**src/rtl/screen_sequencer.sv**
```systemverilog
// Screen controller for the maze game. It steps through the title, play, scare and win screens,
// chooses which RGB generator drives the pins, and cycles the title-text colour on frame ticks.
module screen_sequencer #(
    parameter int FRAMES_SCARE = 120,
    parameter int FRAMES_WIN   = 180,
    parameter int COLOR_FRAMES = 30,
    parameter int LEVELS       = 3
) (
    input  logic       clk,
    input  logic       reset,
    input  logic       frame_tick,
    input  logic       btn_start,
    input  logic       collision,
    input  logic       goal_reached,
    input  logic       video_on,
    input  logic [2:0] rgb_title,
    input  logic [2:0] rgb_maze,
    input  logic [2:0] rgb_scare,
    input  logic [2:0] rgb_win,
    output logic [2:0] rgb_out,
    output logic [2:0] title_color,
    output logic [1:0] state,
    output logic [1:0] level
);
    typedef enum logic [1:0] {
        TITLE = 2'b00,
        PLAY  = 2'b01,
        SCARE = 2'b10,
        WIN   = 2'b11
    } state_t;

    localparam logic [7:0] SCARE_LAST = 8'(FRAMES_SCARE - 1);
    localparam logic [7:0] WIN_LAST   = 8'(FRAMES_WIN - 1);
    localparam logic [7:0] COLOR_LAST = 8'(COLOR_FRAMES - 1);
    localparam logic [1:0] LEVEL_LAST = 2'(LEVELS - 1);

    state_t     cur, nxt;
    logic [1:0] level_nxt;
    logic       btn_q, armed, armed_nxt, start_edge;
    logic [7:0] fcnt, ccnt;
    logic [2:0] rgb_sel;

    assign start_edge = btn_start & ~btn_q;
    assign state      = cur;

    always_ff @(posedge clk or posedge reset) begin
        if (reset) begin
            cur   <= TITLE;
            level <= 2'd0;
        end else begin
            cur   <= nxt;
            level <= level_nxt;
        end
    end

    always_comb begin
        nxt       = cur;
        level_nxt = level;
        // Any cycle with the goal low re-arms it; consuming a goal disarms it.
        armed_nxt = armed | ~goal_reached;
        case (cur)
            TITLE: begin
                if (start_edge) begin
                    nxt       = PLAY;
                    level_nxt = 2'd0;
                end
            end
            PLAY: begin
                if (collision) begin
                    nxt = SCARE;
                end else if (goal_reached && armed) begin
                    armed_nxt = 1'b0;
                    if (level == LEVEL_LAST) nxt = WIN;
                    else level_nxt = level + 2'd1;
                end
            end
            SCARE: begin
                if (frame_tick && fcnt == SCARE_LAST) begin
                    nxt       = TITLE;
                    level_nxt = 2'd0;
                end
            end
            WIN: begin
                if (frame_tick && fcnt == WIN_LAST) begin
                    nxt       = TITLE;
                    level_nxt = 2'd0;
                end
            end
            default: nxt = TITLE;
        endcase
    end

    always_comb begin
        case (cur)
            TITLE:   rgb_sel = rgb_title;
            PLAY:    rgb_sel = rgb_maze;
            SCARE:   rgb_sel = rgb_scare;
            default: rgb_sel = rgb_win;
        endcase
    end

    always_ff @(posedge clk or posedge reset) begin
        if (reset) begin
            btn_q       <= 1'b0;
            armed       <= 1'b1;
            fcnt        <= 8'd0;
            ccnt        <= 8'd0;
            title_color <= 3'd1;
            rgb_out     <= 3'd0;
        end else begin
            btn_q   <= btn_start;
            armed   <= armed_nxt;
            rgb_out <= video_on ? rgb_sel : 3'd0;

            if (nxt != cur) fcnt <= 8'd0;
            else if (frame_tick && fcnt != 8'hFF) fcnt <= fcnt + 8'd1;

            // Holding ccnt at zero outside TITLE gives a fresh colour period on every entry.
            if (cur != TITLE) begin
                ccnt <= 8'd0;
            end else if (frame_tick) begin
                if (ccnt == COLOR_LAST) begin
                    ccnt        <= 8'd0;
                    title_color <= (title_color == 3'd7) ? 3'd1 : title_color + 3'd1;
                end else begin
                    ccnt <= ccnt + 8'd1;
                end
            end
        end
    end
endmodule

```
**config.mk**
```make
export PLATFORM = sky130hd
export DESIGN_NAME = screen_sequencer
export DESIGN_NICKNAME = d
export VERILOG_FILES = /design/src/rtl/screen_sequencer.sv
export SDC_FILE = /design/constraint.sdc
export NUM_CORES = 1
export LEC_CHECK = 0
export ABC_AREA = 1
export CORE_UTILIZATION = 56
export DETAILED_ROUTE_END_ITERATION = 10
export PLACE_DENSITY = 0.94
export SLEW_MARGIN = 40
export SYNTH_ARGS = -nofsm -noshare
export SYNTH_HDL_FRONTEND = slang
export SYNTH_SLANG_ARGS = --single-unit
export TNS_END_PERCENT = 20
```
**constraint.sdc**
```tcl
create_clock -name clk -period 3.1 [get_ports clk]
set_clock_uncertainty 0.2 [all_clocks]
set_input_delay 0.775 -clock clk [delete_from_list [all_inputs] [get_ports clk]]
set_output_delay 0.775 -clock clk [all_outputs]
set_load 0.01 [all_outputs]
```
After elaboration in Yosys (flattened, before gate mapping). Cells that the tools add are included.

$add $sub $neg: 4. Eq/ne operators: 16. Multiplexer cells: 25. Bitwise operators: 5. Reduce and logical (&&, ||, !) cells: 10.

Operators with widths (number): 8-bit 2-to-1 mux (5); 2-bit 2-to-1 mux (12); 8-bit by 1-bit adder with 8-bit output, second input constant (2); 2-bit one-hot mux with 4 select lines (2); 2-bit inequality test, second input constant (6); 3-bit one-hot mux with 3 select lines (1); 8-bit by 5-bit equality test with 1-bit output, second input constant (1); 8-bit by 7-bit equality test with 1-bit output, second input constant (1); 8-bit equality test, second input constant (1); 8-bit inequality test, second input constant (1); 2-bit equality test, second input constant (3); 3-bit 2-to-1 mux (2); 6-bit AND reduction (1); 2-bit nonzero test (3); 1-bit logical AND (4); 3-bit by 1-bit adder with 3-bit output, second input constant (1); 3-bit equality test, second input constant (1); 1-bit 2-to-1 mux (3); 1-bit inverter (3); 3-bit AND reduction (1); 2-bit by 1-bit adder with 2-bit output, second input constant (1); 2-bit by 1-bit equality test with 1-bit output, second input constant (1); 2-bit logical NOT (1); 2-bit inequality test (1); other kinds (2) (2).

Bits in registers: 28. Input bits: 19. Output and inout port bits: 10. Logic and storage cells: 68.

Logic depth before layout (Yosys ltp). Gate-level depths: netlist (run 1).

Depth after elaboration: 7. Mapped depth: 9. Depth with buffers taken out: 9.

Least setup slack after synthesis (run 1). No wires, ideal clock.

Kind: in2reg. Start: input port collision. End: register fcnt[4]. Setup time: 0.119 ns. Data arrival time: 1.440 ns. Data required time: 2.781 ns. Slack: 1.341 ns. Stages: 6. Path buffers: 0. Cell sequence: nor3_1 > nor2_2 > nand3_1 > nand2_2 > nand2_4 > nor2_2.

Longest elaborated chain between the ends: 4. Elaborated cells on any way between the ends: 5. Classes of those cells: 1 x eq/ne; 3 x mux; 1 x reduce/logical.

RTL lines: from (decl) (line 13) `input logic collision,`; 2-bit 2-to-1 mux (*) (line 69) `if (collision) begin`; 2-bit one-hot mux with 4 select lines (*) (line 61) `case (cur)`; 2-bit inequality test (*) (line 115) `if (nxt != cur) fcnt <= 8'd0;`; 8-bit 2-to-1 mux / 2-bit nonzero test (equally long branches); to (signal assigned) (line 116) `else if (frame_tick && fcnt != 8'hFF) fcnt <= fcnt + 8'd1;`; to (decl) (line 40) `logic [7:0] fcnt, ccnt;`.

Every way passes the cells marked *; elsewhere a longest branch is shown, timed or not. A chain may end at the register's enable or synchronous reset.

Worst setup path in the final report (run 1).
Start: register title_color[0]. End: output port title_color[0].

RTL lines: from (decl) (line 21) `output logic [2:0] title_color,`; from (signal assigned) (line 124) `title_color <= (title_color == 3'd7) ? 3'd1 : title_color + 3'd1;`.

No word-level cell between the ends.

==> run_results.csv, run 1 <==
group,metric,value,unit
cells_and_area,area_delta_synth_final,23.0,%
global_route,grt.overflow.total,0,
power_and_ir_drop,p_int,748,uW
route,drt-wirelength-per-cell,12.2,um
job,drv_cap,0,
global_route,grt_pass1_wl,5.89,mm
placement,io_buffers,28,
clock_tree,ctsResizeCount,0,
setup_path,rr_startpoint,"fcnt[0]",
clock_tree,cts.sinks,28,
cells_and_area,seq_area,703,sq um
sta,period_share,79.1,%
route,drc,0,
yosys,synth_area_leaders,"dfrtp_1 40%, nand2_1 16%, inv_1 6.7%",
yosys,ys_warn_count,0,
setup_path,path_buf_inv,1,
placement,dpl.cell_count,277,
sta,relSlewSlack,68.2,%
route,vias,1509,
sta,tightestPinTransition,0.476,ns
sta,fmax,0.408,GHz
cells_and_area,nNetsFinal,276,
yosys,yosysTopAreaCell,"dfrtp_1",
yosys,synth_top_area_share,39.9,%
power_and_ir_drop,leakage,0.000966,uW
setup_path,slowest_stage,"dfstp_2",
setup_path,end_kind,"primary output",
route,ant_nets,0,
power_and_ir_drop,p_sw,479,uW
clock_tree,clock_path_buffers,2,
setup_path,critPathTopFamily,"flip-flops",
run_status,run_status,"finished clean",
setup_path,worst-path-stages,1,
clock_tree,cts_root_buf,"clkbuf_4",
setup_path,cp-startpoint,"title_color[0]",
min_path,holdPathStages,2,
sta,final.setup.tns,0,ns
clock_tree,cts_made_buffers,3,
setup_path,crit_chain,"clkdlybuf4s50_1",
sta,setup_viol,0,
clock_tree,htree_levels,1,
cells_and_area,antenna_cells,0,
yosys,syn_area_per_cell,7.48,sq um
clock_tree,clk_latency,0.36,ns
clock_tree,cts_tree,"done",
floorplanning,io_pins,29,
global_route,grt_max_degree,29,
yosys,synth.distinct_cells,25,
floorplanning,initial_utilization,59.2,%
setup_path,worstPathArrival,1.48,ns
power_and_ir_drop,p_total,1230,uW
floorplanning,coreArea,0.00276,sq mm
global_route,grt.total_usage,23.9,%
power_and_ir_drop,power.density,612,mW/mm^2
setup_path,rrSetupSlack,1.26,ns
setup_path,cp-endpoint,"title_color[0]",
setup_path,start_kind,"flop",
route,via_per_inst,5.37,
yosys,ys_seq_area_share,43.1,%
setup_path,r2r_end,"fcnt[5]",
setup_path,rr_worst_depth,8,
cells_and_area,multi_input_area,797,sq um
placement,gp_congestion,0.865,
floorplanning,fp-row-count,19,
clock_tree,cts.clk_slew.worst_paths,0.17,ns
placement,hpwlAfterDp,2.55,mm
cells_and_area,final_layout_size_suffix_gt1_share,10.8,%
setup_path,crit_type,"flop to primary output",
power_and_ir_drop,p_sw_share,39.0,%
global_route,grt_pass1_vias,1394,
clock_tree,holdBufCountCts,0,
sta,drv_slew,0,
power_and_ir_drop,power_frac_comb,40.6,%
min_path,hold_class,"flop to flop",
clock_tree,postCtsSetupRepairBufs,0,
global_route,grt_antenna_before_repair,0,
cells_and_area,fillCellCount,208,
sta,rsz0062_at_grt,"false",
setup_path,cp_data_required_time,2.12,ns
cells_and_area,fin_cells,281,
route,dr.pass1.iters,4,
yosys,synth_seq_cells,28,
power_and_ir_drop,seq_power_share,39.3,%
sta,layout_min_cycle_time,2.45,ns
floorplanning,design.die.area,0.00313,sq mm
min_path,min-delay-start,"armed",
power_and_ir_drop,power_frac_clock,20.1,%
route,finalWirelength,3.42,mm
sta,hold_violations,0,
route,drt_iter0_drc,68,
floorplanning,die_h,56.0,um
yosys,syn_nets,243,
yosys,synthCells,218,
yosys,syn_area,0.00163,sq mm
setup_path,cp_max_fo,3,
setup_path,max_stage_delay,0.59,ns
floorplanning,fp.dieW,56.0,um
power_and_ir_drop,irDropWorstVdd,499,uV
placed cells by master (no fill, tap or decap), drive strengths merged:
cell type and count:
nand2 73, inv 34, clkdlybuf4s50 28, dfrtp 26, nor2 20, o21ai 15, nand4 12, nand3 10
ha 6, a21oi 5, xor2 4, nor3 4, clkbuf 3, o22ai 2, dfstp 2, xnor2 1
o21bai 1, or2 1, nand3b 1, bufinv 1, buf 1
stage by stage:
step                utilization [%]  cell area, sq um  hold WS [ns]  setup slack [ns]
finish                         72.8              2010         0.302             0.648
global placement               70.9              1950         0.278             0.684
detailed placement             70.9              1950         0.278             0.628
global route                   72.8              2010         0.346             0.600
floorplan                         -              1630         0.263              1.34
CTS                            72.8              2010         0.303             0.648
layout make-up:
type                    instances  share of cell area, %
well taps                      31                   1.93
repair buffers                 29                   14.3
clock buffers                   3                   1.12
multi-input cells             155                   39.7
clock inverters                 1                   1.50
flip-flops and latches         28                   35.0
inverters                      34                   6.36
routing by layer:
layer	GRT usage (%)	share of wire (%)
met1	31.8	47
met2	38.6	47
met3	4.88	4.5
met4	9.41	1.8
met5	0	0
flip-flops by register name, indices dropped and copies added, names as in the netlist:
register     flops
btn_q            1
armed            1
rgb_out          3
fcnt             8
state            2
title_color      3
ccnt             8
level            2
power by group through the flow:
stage	Sequential [uW]	Clock, uW	Combinational, uW
floorplan	493	0	319
global placement	484	0	486
detailed placement	487	0	495
CTS	481	252	500
global route	488	268	561
finish	482	247	498
cells in the mapped netlist (all sizes together):
cell type  count
o22ai          2
nor2          20
nand2         73
o21ai         15
inv           34
nand4         12
clkbuf         1
nand3         10
ha             6
a21oi          5
o21bai         1
dfrtp         26
xor2           4
xnor2          1
nand3b         1
or2            1
nor3           4
dfstp          2
kinds of logic (layout without fill, tap and decap cells):
logic type | count (synthesis) | in the layout | synth area share [%]
compound gates | 23 | 23 | 7.82
xor+xnor | 5 | 5 | 2.68
fa+ha+maj | 6 | 6 | 4.60
buf+inv | 35 | 67 | 8.05
flops | 28 | 28 | 43.1
simple gates | 121 | 121 | 33.7
how the worst min path moves through the flow:
stage               endpoint  slack (ns)
floorplan              armed        0.26
global placement       armed        0.28
detailed placement     armed        0.28
CTS                    armed        0.30
global route           armed        0.35
finish                 armed        0.30
Power figures use the tool's default switching activity.
==> run 2, diff against run 1 <==
- CORE_UTILIZATION: 56 -> 52
- PLACE_DENSITY: 0.94 -> 0.89
- clock period: 3.1 -> 2.43 ns (I/O delays scaled with it)
==> run_results.csv, run 2 (same netlist as run 1, synthesis figures left out) <==
group,metric,value,unit
job,drv_cap,0,
sta,tightestPinTransition,0.416,ns
sta,rsz0062_at_grt,"false",
setup_path,crit_type,"flop to primary output",
setup_path,critPathTopFamily,"buffers and inverters",
clock_tree,cts_tree,"done",
route,ant_nets,0,
sta,fin_ws,0.193,ns
global_route,grt.overflow.total,0,
clock_tree,holdBufCountCts,0,
floorplanning,die_h,58.0,um
route,drt_iter0_drc,40,
route,via_per_inst,5.23,
floorplanning,coreArea,0.00285,sq mm
setup_path,cp_data_required_time,1.62,ns
setup_path,end_kind,"primary output",
cells_and_area,area_delta_synth_final,22.5,%
setup_path,worstPathArrival,1.43,ns
floorplanning,fp.dieW,58.0,um
setup_path,start_kind,"flop",
placement,io_buffers,28,
setup_path,max_stage_delay,0.58,ns
cells_and_area,fillCellCount,258,
cells_and_area,antenna_cells,0,
global_route,grt.total_usage,21.4,%
sta,drv_slew,0,
sta,layout_min_cycle_time,2.24,ns
sta,final.setup.tns,0,ns
setup_path,crit_chain,"clkdlybuf4s50_1",
cells_and_area,design_area,0.00200,sq mm
global_route,grt_antenna_before_repair,0,
sta,fmax,0.447,GHz
power_and_ir_drop,power.density,742,mW/mm^2
global_route,grt_max_degree,29,
clock_tree,cts.sinks,28,
clock_tree,ctsResizeCount,0,
placement,hpwlAfterDp,2.51,mm
floorplanning,io_pins,29,
placement,place_ws,0.128,ns
global_route,grt_pass1_vias,1311,
cells_and_area,nNetsFinal,277,
route,finalWirelength,3.26,mm
route,vias,1476,
route,drc,0,
setup_path,cp_max_fo,5,
setup_path,path_buf_inv,1,
clock_tree,clock_path_buffers,2,
sta,hold_violations,0,
sta,relSlewSlack,72.0,%
sta,period_share,92.0,%
route,dr.pass1.iters,4,
placement,postPlaceCellArea,0.00196,sq mm
placement,gp_congestion,0.816,
power_and_ir_drop,leakage,0.000964,uW
floorplanning,initial_utilization,57.2,%
cells_and_area,final_common_cell,"nand2_1",
global_route,grt_pass1_wl,5.62,mm
cells_and_area,final_cell_mix,"69 x nand2_1, 29 x inv_1, 28 x clkdlybuf4s50_1",
min_path,hold_class,"flop to flop",
cells_and_area,final_layout_size_suffix_gt1_share,11.2,%
clock_tree,cts_made_buffers,3,
power_and_ir_drop,irDropWorstVdd,740,uV
run_status,run_status,"finished clean",
floorplanning,design.die.area,0.00337,sq mm
clock_tree,postCtsSetupRepairBufs,0,
clock_tree,clk_latency,0.34,ns
clock_tree,cts_root_buf,"clkbuf_4",
floorplanning,fp-row-count,19,
clock_tree,htree_levels,1,
clock_tree,cts.clk_slew.worst_paths,0.15,ns
cells_and_area,reg.largest.list,"ccnt x8, fcnt x8",
sta,setup_viol,0,
route,drt-wirelength-per-cell,11.5,um
setup_path,slowest_stage,"clkdlybuf4s50_1",
## run 2: cell count changes in the layout (fill, tap and decap cells not counted)
cell       before  now
clkbuf_8        0    1
bufinv_16       1    0
buf_4           1    2
## run 2: routing by layer
layer	vias to the layer above	routed length [um]	GRT usage, %
met1	685	1570	29.0
met3	2	114	5.36
met5	-	0	0
met2	25	1560	35.5
li1	764	-	-
met4	0	9	3.06
## run 2: cell type report
| class | count | area, sq um | share of cell area, % |
|---|---|---|---|
| inverter | 34 | 128 | 6.39 |
| timing repair buffer | 30 | 295 | 14.8 |
| multi-input combinational | 155 | 797 | 39.9 |
| clock buffer | 4 | 36.3 | 1.82 |
| sequential | 28 | 703 | 35.2 |
| tap | 31 | 38.8 | 1.94 |
## run 2: path summary, 6_finish.rpt
| path | startpoint | end | slack (ns) | cells after the start |
|---|---|---|---|---|
| min in group asynchronous | reset | ccnt[7] | 0.41 | 3 |
| min reg2reg | armed | armed | 0.30 | 2 |
| min | armed | armed | 0.30 | 2 |
| max in group asynchronous | reset | title_color[0] | 1.31 | 3 |
| max | state[1] | state[1] | 0.19 | 1 |
| max reg2reg | fcnt[0] | fcnt[5] | 0.64 | 8 |
## run 2: worst min-delay path: cells and delay by family (launching register included)
family	cells	cell delay [ns]
DFF	1	0.40
buffers and inverters	1	0.04
AOI/OAI and AO/OA	1	0.07
## run 2: stage by stage
step / power [uW] / hold WS [ns] / util (%) / instances
2_1_floorplan: 1040 / 0.263 / - / 218
3_3_place_gp: 1250 / 0.270 / 68.8 / 278
3_5_place_dp: 1260 / 0.290 / 68.8 / 278
4_1_cts: 1490 / 0.301 / 70.0 / 282
5_1_grt: 1590 / 0.322 / 70.0 / 282
6_report: 1480 / 0.298 / 70.0 / 282
## run 2: where the power goes
part           internal, uW  leakage, uW  switching [uW]
logic                   251     0.000570             390
registers               542     0.000373            70.3
clock network          91.9    0.0000210             136
total                   885     0.000964             597
==> run 3, diff against run 2 <==
- CORE_UTILIZATION: 52 -> 62
- DONT_BUFFER_PORTS: not set -> 1
- PLACE_DENSITY: 0.89 -> 0.88
==> run_results.csv, run 3 (same netlist as run 1, synthesis figures left out) <==
group,metric,value,unit
cells_and_area,fillCellCount,203,
power_and_ir_drop,p_sw_share,39.8,%
route,drc,0,
sta,setup_viol,0,
clock_tree,ctsResizeCount,0,
route,dr.pass1.iters,4,
route,finalWirelength,3.04,mm
power_and_ir_drop,p_int,865,uW
setup_path,start_kind,"flop",
setup_path,worstPathArrival,1.80,ns
floorplanning,coreArea,0.00248,sq mm
sta,fmax,0.563,GHz
power_and_ir_drop,p_sw,573,uW
placement,io_buffers,0,
global_route,grt_max_degree,29,
cells_and_area,reg.largest.list,"ccnt x8, fcnt x8",
setup_path,critPathMostFrequentCell,"nand2_1",
setup_path,crit_chain,"ha_1, nand2_1, nor2_1, nand2_1, nand4_1, or2_2, nand2_1, nor2_2",
power_and_ir_drop,power.density,833,mW/mm^2
floorplanning,io_pins,29,
sta,period_share,73.1,%
global_route,grt_pass1_wl,4.86,mm
setup_path,end_kind,"flop",
cells_and_area,final_cell_mix,"69 x nand2_1, 29 x inv_1, 26 x dfrtp_1",
power_and_ir_drop,leakage,0.000859,uW
route,ant_nets,0,
min_path,hold_class,"input port to asynchronous set/reset pin",
global_route,grt.total_usage,23.6,%
sta,layout_min_cycle_time,1.78,ns
job,drv_cap,0,
setup_path,cp_max_fo,4,
clock_tree,cts.clk_slew.worst_paths,0.15,ns
sta,hold_violations,0,
run_status,run_status,"finished clean",
power_and_ir_drop,seq_power_share,44.3,%
clock_tree,clock_path_buffers,2,
sta,tightestPinTransition,0.461,ns
cells_and_area,nNetsFinal,248,
setup_path,cp_data_required_time,2.45,ns
route,via_per_inst,5.43,
placement,hpwlAfterDp,2.37,mm
floorplanning,fp.dieW,53.3,um
cells_and_area,antenna_cells,0,
route,drt-wirelength-per-cell,12.1,um
clock_tree,cts_tree,"done",
sta,final.setup.tns,0,ns
clock_tree,htree_levels,1,
clock_tree,postCtsSetupRepairBufs,0,
clock_tree,cts_root_buf,"clkbuf_4",
floorplanning,initial_utilization,65.9,%
clock_tree,cts.sinks,28,
power_and_ir_drop,power_frac_clock,20.9,%
power_and_ir_drop,irDropWorstVdd,807,uV
setup_path,rrSetupSlack,0.65,ns
global_route,grt_pass1_vias,1188,
route,drt_iter0_drc,29,
floorplanning,design.die.area,0.00284,sq mm
sta,rsz0062_at_grt,"false",
floorplanning,die_h,53.3,um
setup_path,rr_startpoint,"fcnt[0]",
placement,gp_congestion,0.855,
cells_and_area,final_util,69.6,%
sta,relSlewSlack,69.0,%
setup_path,r2r_end,"fcnt[5]",
sta,drv_slew,0,
clock_tree,cts_made_buffers,3,
cells_and_area,final_common_cell,"nand2_1",
clock_tree,holdBufCountCts,0,
floorplanning,fp-row-count,18,
global_route,grt.overflow.total,0,
power_and_ir_drop,power_frac_comb,34.8,%
clock_tree,clk_latency,0.33,ns
cells_and_area,area_delta_synth_final,5.75,%
global_route,grt_antenna_before_repair,0,
setup_path,crit_type,"flop to flop",
setup_path,rr_worst_depth,8,
cells_and_area,final_layout_size_suffix_gt1_share,12.2,%
route,vias,1368,
setup_path,slowest_stage,"dfrtp_1",
setup_path,max_stage_delay,0.44,ns
## run 3: worst max-delay path by stage
stage | start | to | slack [ns]
floorplan | fcnt[0] | fcnt[5] | 0.78
global placement | collision | fcnt[4] | 0.73
detailed placement | collision | fcnt[0] | 0.69
CTS | fcnt[0] | fcnt[5] | 0.65
global route | ccnt[1] | ccnt[0] | 0.52
finish | fcnt[0] | fcnt[5] | 0.65
## run 3: metal layers
metal / wire (um) / vias up / global-route usage (%)
li1: - / 704 / -
met1: 1390 / 630 / 29.9
met2: 1530 / 26 / 40.2
met3: 78 / 8 / 2.87
met4: 46 / 0 / 9.21
met5: 0 / - / 0
## run 3: power groups by stage
stage	combinational, uW	clock (uW)	sequential (uW)
after floorplan	407	0	629
after global placement	484	0	640
after detailed placement	502	0	645
after CTS	503	307	636
after global routing	576	323	649
final	501	300	636
## run 3: worst max-delay path, delay by kind of cell (launching register included)
family | cells | cell delay [ns]
and+or+nand+nor | 7 | 0.79
DFF | 1 | 0.44
adders and majority gates | 1 | 0.25
## run 3: final cells by class
class | instances | area (sq um) | share of cell area (%)
clock buffer | 3 | 22.5 | 1.31
sequential | 28 | 703 | 40.8
tap | 30 | 37.5 | 2.18
multi-input combinational | 155 | 797 | 46.2
clock inverter | 1 | 30.0 | 1.74
inverter | 34 | 128 | 7.40
timing repair buffer | 1 | 7.51 | 0.435
## run 3: through the flow
step,area [sq um],std cells,power [uW],setup slack [ns],hold WS [ns]
after floorplan,1630,218,1040,0.784,0.263
after global placement,1670,248,1120,0.728,0.275
after detailed placement,1670,248,1150,0.685,0.285
after CTS,1730,252,1450,0.654,0.0142
after global routing,1730,252,1550,0.519,0.0404
final,1730,252,1440,0.653,0.00613
==> variant 1: new RTL, settings of run 2 <==
Register the input `rgb_maze` before use. The logic sees it one clock later. The other inputs are not delayed to match.
--- a/src/rtl/screen_sequencer.sv
+++ b/src/rtl/screen_sequencer.sv
@@ -33,6 +33,12 @@
     localparam logic [7:0] WIN_LAST   = 8'(FRAMES_WIN - 1);
     localparam logic [7:0] COLOR_LAST = 8'(COLOR_FRAMES - 1);
     localparam logic [1:0] LEVEL_LAST = 2'(LEVELS - 1);
+
+    logic [2:0] rgb_maze_q;
+
+    always_ff @(posedge clk) begin
+        rgb_maze_q <= rgb_maze;
+    end
 
     state_t     cur, nxt;
     logic [1:0] level_nxt;
@@ -93,7 +99,7 @@
     always_comb begin
         case (cur)
             TITLE:   rgb_sel = rgb_title;
-            PLAY:    rgb_sel = rgb_maze;
+            PLAY:    rgb_sel = rgb_maze_q;
             SCARE:   rgb_sel = rgb_scare;
             default: rgb_sel = rgb_win;
         endcase
Behaviour: not the same (Yosys sat finds a counterexample within 4 cycles, from zero or initial values and one cycle with reset high).
==> variant 1 against run 2 <==
First-iteration DRC count rose by 28%. Area after synthesis rose by 4.4%. Utilization shrank 1.9 points. Worst setup slack got worse by 17 ps. Sequential cell count grew 3. Power is 11% higher. Design area is 4.9% higher. Routed wire length fell by 1.1%. Count of clock-buffer cells in the layout grew 4. Critical endpoint unchanged. Largest cell class unchanged. Largest power group is now sequential cells.
==> variant 1: results (changes against run 2) <==
metric;value;unit;change
cts_buffers;5;;was 3
synthArstFlopShare;90.3;%;was 100%
pre_cts_ws;172;ps;was 128 ps
dr.pass1.iters;4;;unchanged
leakagePower;0.925;nW;was 0.964 nW
worstPathMaxFanout;6;;was 5
synth_seq_area_share;44.8;%;was 43.1%
cts-root-buf;clkbuf_4;;unchanged
clk_pin_slew_worst_paths;80;ps;was 150 ps
worstPathArrival;1450;ps;was 1430 ps
top_regs;ccnt (8), fcnt (8);;unchanged
peakVddDrop;635;uV;was 740 uV
r2r_cells;9;;was 8
grt_pass1_vias;1324;;was 1311
yosys_warnings;0;;unchanged
crit_family;buffers and inverters;;unchanged
placedInstanceArea;0.00205;sq mm;was 0.00196 sq mm
nNetsFinal;269;;was 277
grt_max_degree;29;;unchanged
cts_htree_levels;2;;was 1
r2r-start;fcnt[0];;unchanged
reg2reg_to;fcnt[4];;was fcnt[5]
crit_start;state[1];;unchanged
grt_pass1_wl;5510;microns;was 5620 microns
fillCellCount;258;;unchanged
antenna_found_initial;0;;unchanged
drv_slew;0;;unchanged
place_hpwl;2460;microns;was 2510 microns
avgSynthCellArea;8.19;sq um;was 7.48 sq um
routedWlPerCell;11.1;microns;was 11.5 microns
fin_crit;2250;ps;was 2240 ps
cts_setup_buffers;0;;unchanged
cts_max_path_buffers;2;;unchanged
rrSetupSlack;580;ps;was 640 ps
netlist-cell-type-count;31;;was 25
cts_resized;0;;unchanged
status;finished, final reports clean;;unchanged
io_buffers;28;;unchanged
synthTopCellsByArea;dfrtp_1 (38%), nand2_1 (12%), inv_1 (5.7%), ha_1 (4.4%), nand3_1 (3.8%);;was dfrtp_1 (40%), nand2_1 (16%), inv_1 (6.7%), ha_1 (4.6%), nand4_1 (4.6%)
ys_dominant_reg_cell;dfrtp_1;;unchanged
slowest_stage;clkdlybuf4s50_1;;unchanged
vias_per_cell;4.93;;was 5.23
tightestPinTransition;354;ps;was 416 ps
track_usage;21.5;%;was 21.4%
dr_total_vias;1426;;was 1476
hp-class;flop to flop;;unchanged
antenna_cells;0;;unchanged
drive_gt1_share;14.7;%;was 11.2%
place_congestion;0.799;;was 0.816
synth_common_cells;nand2_1 (54), dfrtp_1 (26), inv_1 (26);;was nand2_1 (69), inv_1 (29), dfrtp_1 (26)
first_iter_violations;51;;was 40
clock_latency;350;ps;
post-place-cells;281;;was 278
synth.net_count;233;;was 243
cpPeakStageDelay;610;ps;was 580 ps
crit_path_end;state[1];;unchanged
-- variant 1: cell count changes after synthesis, moves of 2 or more --
cell	before	now
nor2_2	6	10
nand3_1	10	13
nor2_1	13	10
nand2_1	69	54
nand4_1	12	8
o21ai_0	15	6
o21ai_1	0	5
dfxtp_1	0	3
o211ai_2	0	2
o22ai_1	2	4
nand2_2	3	1
inv_1	29	26
nand3b_1	1	3
-- variant 1: cells by family (layout without fill, tap and decap cells) --
logic type,after synthesis,count (layout),share of synthesized area (%)
XOR/XNOR,5,5,2.57
adder cells (fa/ha/maj),6,6,4.41
buffers and inverters,33,70,7.35
AO/OA/AOI/OAI,23,23,8.96
AND/OR/NAND/NOR,110,110,31.9
flip-flops,31,31,44.8
-- variant 1: worst min-delay path by stage --
stage / startpoint / endpoint / slack, ps / cells past startpoint
after global routing: armed / armed / 290 / 2
final: armed / armed / 260 / 2
after global placement: armed / armed / 250 / 2
after detailed placement: armed / armed / 250 / 2
after CTS: armed / armed / 270 / 2
after floorplan: armed / armed / 240 / 2
-- variant 1: routing by layer --
metal	part of all wire, %	routed length (microns)	vias to the layer above	GRT usage [%]
met5	0	0	-	0
met4	1.4	46	0	7.48
met3	3.8	121	8	7.86
met2	48	1560	22	35.5
met1	46	1490	655	25.6
li1	-	-	741	-
-- variant 1: layout make-up --
class / count / area, sq um / area share, %
clock buffer: 8 / 48.8 / 2.33
sequential: 31 / 763 / 36.4
inverter: 32 / 120 / 5.73
multi-input combinational: 144 / 815 / 38.8
tap: 44 / 55.1 / 2.63
timing repair buffer: 30 / 295 / 14.1
-- variant 1: report_power, final --
| group | internal, W | switching, W |
|---|---|---|
| combinational | 0.000275 | 0.000401 |
| sequential | 0.000601 | 0.0000807 |
| clock | 0.000115 | 0.000175 |
==> variant 2: new RTL, settings of run 2 <==
Made on the original files. Set the parameter `FRAMES_WIN` to 90 (it was 180).
--- a/src/rtl/screen_sequencer.sv
+++ b/src/rtl/screen_sequencer.sv
@@ -2,7 +2,7 @@
 // chooses which RGB generator drives the pins, and cycles the title-text colour on frame ticks.
 module screen_sequencer #(
     parameter int FRAMES_SCARE = 120,
-    parameter int FRAMES_WIN   = 180,
+    parameter int FRAMES_WIN   = 90,
     parameter int COLOR_FRAMES = 30,
     parameter int LEVELS       = 3
 ) (
Behaviour: no difference found for any inputs over 10 cycles, from zero or initial values and one cycle with reset high; that may be too few to reach the edited logic, so the function may still have changed.
==> variant 2 against run 2 <==
Routed wire length grew 2.9%. Count of clock-buffer cells in the layout shrank 1. Area after synthesis grew 4.1%. Sequential cell count is the same. Power grew 14%. Utilization shrank 1.8 points. Design area grew 5.1%. Global-route usage grew 0.34 points. Worst setup slack lost 14 ps.
==> variant 2: results (changes against run 2) <==
metric;value;unit;change
first_iter_violations;78;;was 40
hold_slack;305;ps;was 298 ps
crit_path_end;title_color[0];;was state[1]
crit_family;flip-flops;;was buffers and inverters
place_hpwl;2580;microns;was 2510 microns
antenna_cells;0;;unchanged
nNetsFinal;271;;was 277
grt_pass1_vias;1299;;was 1311
r2r-start;fcnt[1];;was fcnt[0]
peakVddDrop;644;uV;was 740 uV
synthTopCellsByArea;dfrtp_1 (38%), nand2_1 (11%), inv_1 (6.0%), ha_1 (5.2%), o21ai_0 (3.8%);;was dfrtp_1 (40%), nand2_1 (16%), inv_1 (6.7%), ha_1 (4.6%), nand4_1 (4.6%)
routed_wl;3350;microns;was 3260 microns
status;finished, final reports clean;;unchanged
netlist-cell-type-count;29;;was 25
synth_seq_area_share;41.4;%;was 43.1%
rrSetupSlack;580;ps;was 640 ps
synth.net_count;236;;was 243
fillCellCount;251;;was 258
worstPathMaxFanout;3;;was 5
track_usage;21.7;%;was 21.4%
tightestPinTransition;357;ps;was 416 ps
reg2reg_to;fcnt[4];;was fcnt[5]
intPower;0.00102;W;was 0.000885 W
place_congestion;0.833;;was 0.816
grt_pass1_wl;5710;microns;was 5620 microns
dr_total_vias;1437;;was 1476
leakagePower;0.921;nW;was 0.964 nW
## variant 2: cell type report
type,count,share of cell area [%]
multi-input combinational,149,41.5
timing repair buffer,30,14.1
clock buffer,3,1.07
sequential,28,33.5
tap,44,2.62
clock inverter,1,1.43
inverter,33,5.90
## variant 2: metrics by stage
stage / total power [W] / util, % / setup WS [ps] / cells
5_1_grt: 0.00182 / 68.3 / 120 / 288
2_1_floorplan: 0.00115 / - / 820 / 210
4_1_cts: 0.00171 / 68.3 / 173 / 288
3_5_place_dp: 0.00139 / 66.5 / 88.4 / 284
3_3_place_gp: 0.00137 / 66.5 / 123 / 284
6_report: 0.00170 / 68.3 / 179 / 288
## variant 2: cell families after synthesis
family,Yosys count,synth area share [%]
DFF,28,41.4
buffers and inverters,33,7.30
xor gates and xnor gates,6,3.10
AOI/OAI and AO/OA,26,9.21
adders and majority gates,7,5.16
and+or+nand+nor,110,33.8
## variant 2: routing by layer
layer | part of all wire (%) | wire length [microns] | GRT usage [%]
met1 | 48 | 1600 | 29.3
met2 | 49 | 1630 | 35.9
met3 | 2.8 | 95 | 4.59
met4 | 0.63 | 21 | 4.76
met5 | 0 | 0 | 0
## variant 2: power groups by stage
stage                     registers [W]  logic [W]  clock network [W]
after detailed placement       0.000632   0.000760                  0
after CTS                      0.000623   0.000765           0.000317
after floorplan                0.000641   0.000508                  0
after global placement         0.000629   0.000746                  0
final                          0.000622   0.000762           0.000312
after global routing           0.000634   0.000845           0.000337
